## src/rtl/rv_pkg.sv

```systemverilog
// ---------------------------------------------------------------------------
// rv_pkg
// Shared RISC-V front-end definitions used by the fetch stage and by decode.
//   - Major opcode constants used by immediate extraction in decode.
//   - INST_NOP: canonical "addi x0, x0, 0" presented while nothing is fetched.
//   - DEFAULT_RESET_PC: default program counter after reset.
//   - fetch_entry_t: one buffered instruction together with its PC.
//   - fetch_state_e: fetch control state (normal run / squashing wrong path).
// ---------------------------------------------------------------------------
package rv_pkg;

  localparam logic [6:0] OPC_OP_IMM = 7'b0010011;
  localparam logic [6:0] OPC_LOAD   = 7'b0000011;
  localparam logic [6:0] OPC_STORE  = 7'b0100011;
  localparam logic [6:0] OPC_BRANCH = 7'b1100011;
  localparam logic [6:0] OPC_LUI    = 7'b0110111;

  // addi x0, x0, 0 -> 32'h0000_0013
  localparam logic [31:0] INST_NOP = {12'h000, 5'd0, 3'b000, 5'd0, OPC_OP_IMM};

  localparam logic [31:0] DEFAULT_RESET_PC = 32'h0000_0000;

  typedef struct packed {
    logic [31:0] pc;
    logic [31:0] inst;
  } fetch_entry_t;

  typedef enum logic {
    ST_RUN    = 1'b0,
    ST_SQUASH = 1'b1
  } fetch_state_e;

  // Force an address onto a word boundary (low two bits cleared).
  function automatic logic [31:0] align_word(input logic [31:0] addr);
    return addr & ~32'h0000_0003;
  endfunction

endpackage

```

## src/rtl/fetch_fifo.sv

```systemverilog
// ---------------------------------------------------------------------------
// fetch_fifo
// Synchronous FIFO of fetch_entry_t used as the fetch-to-decode buffer.
// The head entry is held in a register so the decode-facing outputs come
// straight from flops; a word pushed into an empty FIFO shows up on head
// one cycle later.
//
// Ports:
//   clk        in   clock, rising edge
//   rst        in   synchronous active-high reset (empties FIFO, head = RESET_HEAD)
//   push       in   write push_data at the tail
//   push_data  in   entry to write
//   pop        in   remove the head entry (ignored when empty)
//   flush      in   discard all entries this cycle (push ignored, head holds)
//   count      out  number of valid entries, 0..DEPTH
//   head       out  registered copy of the oldest entry
// ---------------------------------------------------------------------------
module fetch_fifo
  import rv_pkg::*;
#(
  parameter int           DEPTH      = 4,
  parameter fetch_entry_t RESET_HEAD = '{pc: DEFAULT_RESET_PC, inst: INST_NOP},
  localparam int          AW         = $clog2(DEPTH),
  localparam int          CW         = AW + 1
) (
  input  logic         clk,
  input  logic         rst,
  input  logic         push,
  input  fetch_entry_t push_data,
  input  logic         pop,
  input  logic         flush,
  output logic [CW-1:0] count,
  output fetch_entry_t head
);

  fetch_entry_t  mem_q [DEPTH];
  logic [AW-1:0] wr_ptr_q;
  logic [AW-1:0] rd_ptr_q;
  logic [AW-1:0] rd_ptr_inc;
  logic [CW-1:0] count_q;
  logic [CW-1:0] count_d;
  fetch_entry_t  head_q;
  fetch_entry_t  head_d;
  logic          pop_eff;

  assign pop_eff    = pop && (count_q != '0);
  assign rd_ptr_inc = rd_ptr_q + AW'(1);

  always_comb begin
    count_d = count_q;
    unique case ({push, pop_eff})
      2'b10:   count_d = count_q + CW'(1);
      2'b01:   count_d = count_q - CW'(1);
      default: count_d = count_q;
    endcase
  end

  // Next head: an incoming word becomes head when it lands in a FIFO that is
  // (or is about to become) empty; otherwise a pop exposes the next stored
  // entry. When nothing is valid the last head is simply held.
  always_comb begin
    head_d = head_q;
    if (push && ((count_q == '0) || (pop_eff && (count_q == CW'(1))))) begin
      head_d = push_data;
    end else if (pop_eff && (count_q > CW'(1))) begin
      head_d = mem_q[rd_ptr_inc];
    end
  end

  // Storage array without reset so it can map onto distributed/block RAM.
  always_ff @(posedge clk) begin
    if (!rst && !flush && push) begin
      mem_q[wr_ptr_q] <= push_data;
    end
  end

  always_ff @(posedge clk) begin
    if (rst) begin
      wr_ptr_q <= '0;
      rd_ptr_q <= '0;
      count_q  <= '0;
      head_q   <= RESET_HEAD;
    end else if (flush) begin
      wr_ptr_q <= '0;
      rd_ptr_q <= '0;
      count_q  <= '0;
    end else begin
      if (push) begin
        wr_ptr_q <= wr_ptr_q + AW'(1);
      end
      if (pop_eff) begin
        rd_ptr_q <= rd_ptr_inc;
      end
      count_q <= count_d;
      head_q  <= head_d;
    end
  end

  assign count = count_q;
  assign head  = head_q;

  // The producer's credit scheme must never push into a full FIFO.
  a_no_overflow : assert property (@(posedge clk) disable iff (rst)
    !(push && !flush && !pop_eff && (count_q == CW'(DEPTH))));

endmodule

```

## src/rtl/fetch_unit.sv

```systemverilog
// ---------------------------------------------------------------------------
// fetch_unit
// Instruction fetch stage. Owns the PC, issues in-order word requests to
// instruction memory, buffers returned words and hands {inst, pc} to decode.
// A redirect flushes the buffer, restarts fetch at the new target and marks
// every request still in flight so its response is dropped on arrival.
//
// Requests are credit-limited: outstanding + buffered never exceeds
// FIFO_DEPTH, so every response has a guaranteed FIFO slot.
//
// Ports:
//   clk             in   clock, rising edge
//   rst             in   synchronous active-high reset
//   imem_req_valid  out  fetch request valid
//   imem_req_ready  in   memory accepts request
//   imem_req_addr   out  word-aligned fetch address (current fetch PC)
//   imem_rsp_valid  in   in-order response, latency >= 1, never stalled
//   imem_rsp_data   in   returned instruction word
//   redirect_valid  in   control-flow change this cycle
//   redirect_pc     in   new fetch target (low bits ignored)
//   inst_valid      out  instruction available to decode
//   inst_ready      in   decode accepts
//   inst            out  instruction word (NOP after reset)
//   inst_pc         out  PC of inst
// ---------------------------------------------------------------------------
module fetch_unit
  import rv_pkg::*;
#(
  parameter logic [31:0] RESET_PC   = DEFAULT_RESET_PC,
  parameter int          FIFO_DEPTH = 4
) (
  input  logic        clk,
  input  logic        rst,
  output logic        imem_req_valid,
  input  logic        imem_req_ready,
  output logic [31:0] imem_req_addr,
  input  logic        imem_rsp_valid,
  input  logic [31:0] imem_rsp_data,
  input  logic        redirect_valid,
  input  logic [31:0] redirect_pc,
  output logic        inst_valid,
  input  logic        inst_ready,
  output logic [31:0] inst,
  output logic [31:0] inst_pc
);

  localparam int          CW         = $clog2(FIFO_DEPTH) + 1;
  localparam logic [CW:0] CREDIT_CAP = (CW + 1)'(FIFO_DEPTH);

  fetch_state_e  state_q, state_d;
  logic [31:0]   fetch_pc_q, fetch_pc_d;
  logic [31:0]   rsp_pc_q, rsp_pc_d;
  logic [CW-1:0] outstanding_q, outstanding_d;
  logic [CW-1:0] drop_cnt_q, drop_cnt_d;

  logic          credit_ok;
  logic          req_fire;
  logic          inst_pop;
  logic          fifo_push;
  logic          fifo_flush;
  logic [CW-1:0] fifo_count;
  fetch_entry_t  fifo_push_data;
  fetch_entry_t  fifo_head;
  logic [31:0]   redirect_target;

  // ------------------------------------------------------------------------
  // Handshake outputs. A redirect cycle suppresses both sides so neither a
  // wrong-path request nor a stale instruction escapes.
  // ------------------------------------------------------------------------
  always_comb begin
    credit_ok      = ({1'b0, outstanding_q} + {1'b0, fifo_count}) < CREDIT_CAP;
    imem_req_valid = !rst && !redirect_valid && credit_ok;
    inst_valid     = !rst && !redirect_valid && (fifo_count != '0);
  end

  assign imem_req_addr   = fetch_pc_q;
  assign req_fire        = imem_req_valid && imem_req_ready;
  assign inst_pop        = inst_valid && inst_ready;
  assign redirect_target = align_word(redirect_pc);
  assign fifo_push_data  = '{pc: rsp_pc_q, inst: imem_rsp_data};

  // ------------------------------------------------------------------------
  // Next-state logic. Responses arriving while drop_cnt is non-zero belong
  // to a squashed path; they consume outstanding credit but are not kept.
  // ------------------------------------------------------------------------
  always_comb begin
    state_d       = state_q;
    fetch_pc_d    = fetch_pc_q;
    rsp_pc_d      = rsp_pc_q;
    drop_cnt_d    = drop_cnt_q;
    fifo_push     = 1'b0;
    fifo_flush    = 1'b0;
    outstanding_d = outstanding_q + CW'(req_fire) - CW'(imem_rsp_valid);

    if (req_fire) begin
      fetch_pc_d = fetch_pc_q + 32'd4;
    end

    if (redirect_valid) begin
      // Everything still in flight after this edge is wrong-path; a response
      // landing in this very cycle is already excluded from outstanding_d
      // and is thrown away together with the flushed FIFO contents.
      fetch_pc_d = redirect_target;
      rsp_pc_d   = redirect_target;
      fifo_flush = 1'b1;
      drop_cnt_d = outstanding_d;
      state_d    = (outstanding_d != '0) ? ST_SQUASH : ST_RUN;
    end else if (imem_rsp_valid) begin
      unique case (state_q)
        ST_RUN: begin
          fifo_push = 1'b1;
          rsp_pc_d  = rsp_pc_q + 32'd4;
        end
        ST_SQUASH: begin
          drop_cnt_d = drop_cnt_q - CW'(1);
          if (drop_cnt_q == CW'(1)) begin
            state_d = ST_RUN;
          end
        end
        default: state_d = ST_RUN;
      endcase
    end
  end

  always_ff @(posedge clk) begin
    if (rst) begin
      state_q       <= ST_RUN;
      fetch_pc_q    <= RESET_PC;
      rsp_pc_q      <= RESET_PC;
      outstanding_q <= '0;
      drop_cnt_q    <= '0;
    end else begin
      state_q       <= state_d;
      fetch_pc_q    <= fetch_pc_d;
      rsp_pc_q      <= rsp_pc_d;
      outstanding_q <= outstanding_d;
      drop_cnt_q    <= drop_cnt_d;
    end
  end

  fetch_fifo #(
    .DEPTH      (FIFO_DEPTH),
    .RESET_HEAD ('{pc: RESET_PC, inst: INST_NOP})
  ) u_fifo (
    .clk       (clk),
    .rst       (rst),
    .push      (fifo_push),
    .push_data (fifo_push_data),
    .pop       (inst_pop),
    .flush     (fifo_flush),
    .count     (fifo_count),
    .head      (fifo_head)
  );

  assign inst    = fifo_head.inst;
  assign inst_pc = fifo_head.pc;

  // Memory responses only ever answer requests this unit issued.
  a_rsp_has_credit : assert property (@(posedge clk) disable iff (rst)
    imem_rsp_valid |-> (outstanding_q != '0));

endmodule

```

## config.mk

```make
export PLATFORM = sky130hd
export DESIGN_NAME = fetch_unit
export DESIGN_NICKNAME = d
export VERILOG_FILES = /design/src/rtl/rv_pkg.sv /design/src/rtl/fetch_fifo.sv /design/src/rtl/fetch_unit.sv
export SDC_FILE = /design/constraint.sdc
export NUM_CORES = 1
export LEC_CHECK = 0
export ABC_AREA = 1
export CAP_MARGIN = 0
export CORE_MARGIN = 4
export CORE_UTILIZATION = 36
export CTS_CLUSTER_DIAMETER = 150
export DETAILED_ROUTE_END_ITERATION = 6
export SYNTH_ARGS = -nofsm -noshare
export SYNTH_HDL_FRONTEND = slang
export SYNTH_SLANG_ARGS = --single-unit
```

## constraint.sdc

```tcl
create_clock -name clk -period 7.3 [get_ports clk]
set_clock_uncertainty 0.2 [all_clocks]
set_input_delay 2.19 -clock clk [delete_from_list [all_inputs] [get_ports clk]]
set_output_delay 2.19 -clock clk [all_outputs]
set_load 0.05 [all_outputs]
```

==> results.txt <==
----------------------------------------------------
[Status]
  Outcome ... complete, no violations

[Clock network]
  Number of buffers between clock root and the deepest sink ... 3
  Setup Buffers After CTS ... 0
  Inserted Clock Buffers ... 42
  Post-CTS Hold Buffers ... 0
  CTS H-tree lvls ... 2
  Worst-path clk slew ... roughly 60 ps
  Buffer type at the clock tree root ... sky130_fd_sc_hd__clkbuf_16
  CTS tree ... done
  Sink Count ... around 380
  Insertion delay to the later sink of the worst-skew pair ... 560 ps
  Number of instances resized during post-cts repair ... 0

[Die]
  Vertical extent of the die ... 227 um
  Horiz. Die Dim ... between 200 and 250 um
  Core box area ... 47,500 sq um
  Top-level port count ... 168
  Initial Util ... between 30% and 40%
  Number of core rows ... 80
  Full die area ... between 50,000 and 60,000 sq um

[Global route]
  Number of global-route vias before repair ... between 10,000 and 15,000
  First-pass GRT wire length ... 75,900 um
  Global-route usage over all layers ... 18.6%
  Pin count of the biggest net entering global routing ... 102
  Number of antenna violations at the first check in global routing ... 0
  Global route overflow ... 0

[Yosys]
  Netlist cell types ... 37
  Share of the synthesized netlist area taken by xor and xnor gates ... less than 1%
  Portion of the post-synthesis area used by sequential elements ... 58.9%
  Multiplexer fraction of the synthesized cell area ... 0%
  Fraction of synthesis flops using an asynchronous set or reset pin ... 0%
  Dominant register cell in the synthesized netlist ... sky130_fd_sc_hd__edfxtp_1
  Post-synthesis adder-cell area fraction ... between 1 and 1.5%
  Number of enable-type register cells in the synthesized netlist ... 248
  Synthesized area ... 17,300 sq um
  Area fraction in compound gates after synthesis ... under 10%
  Warning count from the yosys run ... 0
  Basic-gate share of the synthesized area counting and, or, nand and nor cells ... 23.8%
  Largest family of logic cells by synthesized area ... simple AND/OR/NAND/NOR gates
  Post-synthesis instance total ... 2,010
  Average cell area after synthesis ... roughly 8.6 sq um
  Flop and latch count out of synthesis ... 384

[Place]
  Cells after DPL ... about 2,700
  RePlAce Congestion ... 0.859
  Total placed instance area ... just under 20,000 sq um
  Detailed placement HPWL ... 29,400 um
  IO buf count ... between 150 and 200

[Detailed routing]
  Total wire length after detailed routing ... 48,700 um
  Total vias in the final route ... 14,000
  Routed Antenna Nets ... 0
  Number of remaining DRC errors ... 0
  Number of vias per cell after detailed routing ... around 5
  Wire length on met2 ... 22,100 um
  Uppermost metal layer occupied by signal nets ... met4
  Initial DRC Count ... 1,040
  Amount of wire on met3 after detailed routing ... about 3300 um
  Drt wl/cell ... around 17 um
  Met1 wire length ... roughly 22,000 um
  Number of detailed-route iterations in the first pass ... 5

[STA]
  Maximum clock rate ... 167 MHz
  Post-layout minimum cycle time ... 5990 ps
  Setup TNS Final ... 0 ps
  Post-route fraction of the period consumed by the critical path ... 82.1%
  Slew Limit Headroom ... 30.2%
  Final setup fails ... 0
  Setup repair after global routing missed its margin ... no
  Hold Fails Final Rpt ... 0
  Count of final max-slew check failures ... 0
  Actual slew at the worst max-slew pin ... 1050 ps

[Finish]
  Share of the core filled with cells ... 43.7%
  Design area ... 20,800 sq um
  Most common library cell in the layout ignoring fill and taps ... sky130_fd_sc_hd__nand2_1
  Diodes inserted ... 0
  Share of final-layout standard cells stronger than drive strength 1 ... 4.65%
  Number of nets in the layout ... 2,228
  Filler-free cell count of the finished design ... 2,788
  Growth of design area from synthesis to finish ... 20.3%
  Most frequent cells in the layout ... 654 x sky130_fd_sc_hd__nand2_1, 248 x sky130_fd_sc_hd__edfxtp_1, 237 x sky130_fd_sc_hd__nor2_1

[Setup path]
  Startpoint type of the worst setup path ... input pin
  Critical-path maximum fanout ... 12
  Endpoint required time on the critical path ... 4910 ps
  Critical path arrival ... 3600 ps
  Crit. End Element ... output port
  WS Path Type ... in -> out

[Hold path]
  Hold Path Class ... reg -> reg

[Power]
  Final Total Pwr ... 5.40 mW
  Pwr Density ... 260 nW/um^2
  Max rail drop VDD ... 0.000137 V
  Leakage ... 8.10 nW

[Run]
  Max-cap violations ... 0

----------------------------------------------------
==> worst max-delay path, cell delays in order <==
cell	delay (ps)
sky130_fd_sc_hd__clkdlybuf4s50_1	460
sky130_fd_sc_hd__nor2_4	360
sky130_fd_sc_hd__inv_1	170
sky130_fd_sc_hd__nor2_1	240
sky130_fd_sc_hd__buf_12	170
==> cell usage after synthesis, types with 3 or more instances <==
library cell	instances	area [sq um]
sky130_fd_sc_hd__ha_1	17	213
sky130_fd_sc_hd__xor2_1	15	131
sky130_fd_sc_hd__clkbuf_1	58	218
sky130_fd_sc_hd__edfxtp_1	248	7450
sky130_fd_sc_hd__buf_2	18	90.1
sky130_fd_sc_hd__a21oi_1	108	541
sky130_fd_sc_hd__nand2_1	655	2460
sky130_fd_sc_hd__nor2_1	242	908
sky130_fd_sc_hd__buf_1	11	41.3
sky130_fd_sc_hd__buf_6	6	67.6
sky130_fd_sc_hd__o21ai_0	171	856
sky130_fd_sc_hd__nand4_1	8	50.1
sky130_fd_sc_hd__o211ai_1	3	22.5
sky130_fd_sc_hd__a31oi_1	13	81.3
sky130_fd_sc_hd__inv_2	4	15.0
sky130_fd_sc_hd__o21ai_1	23	115
sky130_fd_sc_hd__nand3_1	125	626
sky130_fd_sc_hd__buf_4	5	37.5
sky130_fd_sc_hd__dfxtp_1	136	2720
sky130_fd_sc_hd__inv_1	120	450
==> kinds of logic (layout without fill, tap and decap cells) <==
family	Yosys count	after routing
simple gates	1040	1040
xor+xnor	16	16
buf+inv	223	383
fa+ha+maj	18	18
compound gates	328	328
flops	384	384
other cells	1	4
==> through the flow <==
| step | hold slack [ps] | worst slack (ps) |
|---|---|---|
| after floorplan | 274 | 1060 |
| after global placement | 263 | 1320 |
| after detailed placement | 262 | 1290 |
| after CTS | 280 | 1290 |
| after global routing | 311 | 1240 |
| final | 279 | 1310 |
==> worst paths after layout <==
path                    from             end  slack (ps)  cells past startpoint
max                      rst      inst_valid        1310                      5
min           u_fifo.head[1]  u_fifo.head[1]         280                      2
max reg2reg  u_fifo.count[2]   drop_cnt_q[2]        4160                     13
min reg2reg   u_fifo.head[1]  u_fifo.head[1]         280                      2
==> metal layers <==
metal	up-vias	global-route usage [%]
met5	-	0
met4	0	4.96
met3	81	3.29
met2	438	29.9
met1	6574	26.1
li1	6905	-
==> sequential cells by signal, summed over array words and instances, names as in the netlist <==
signal	count
drop_cnt_q	3
imem_req_addr	30
outstanding_q	3
rsp_pc_q	30
state_q	1
u_fifo.count	3
u_fifo.head	62
u_fifo.mem_q	248
u_fifo.rd_ptr_q	2
u_fifo.wr_ptr_q	2
==> cell type report <==
cell class,instances,area [sq um]
clock inverter,16,164
clock buffer,61,1160
timing repair buffer,181,1790
fill,4569,26800
inverter,125,473
multi-input combinational,1406,6250
tap,615,769
sequential,384,10200
==> report_power, final <==
group          total [mW]  switching [mW]  internal, mW
Sequential           2.55           0.111          2.43
Combinational       0.793           0.544         0.250
Clock                2.06           0.870          1.19
Note: power is estimated with default switching activity, not from simulation.
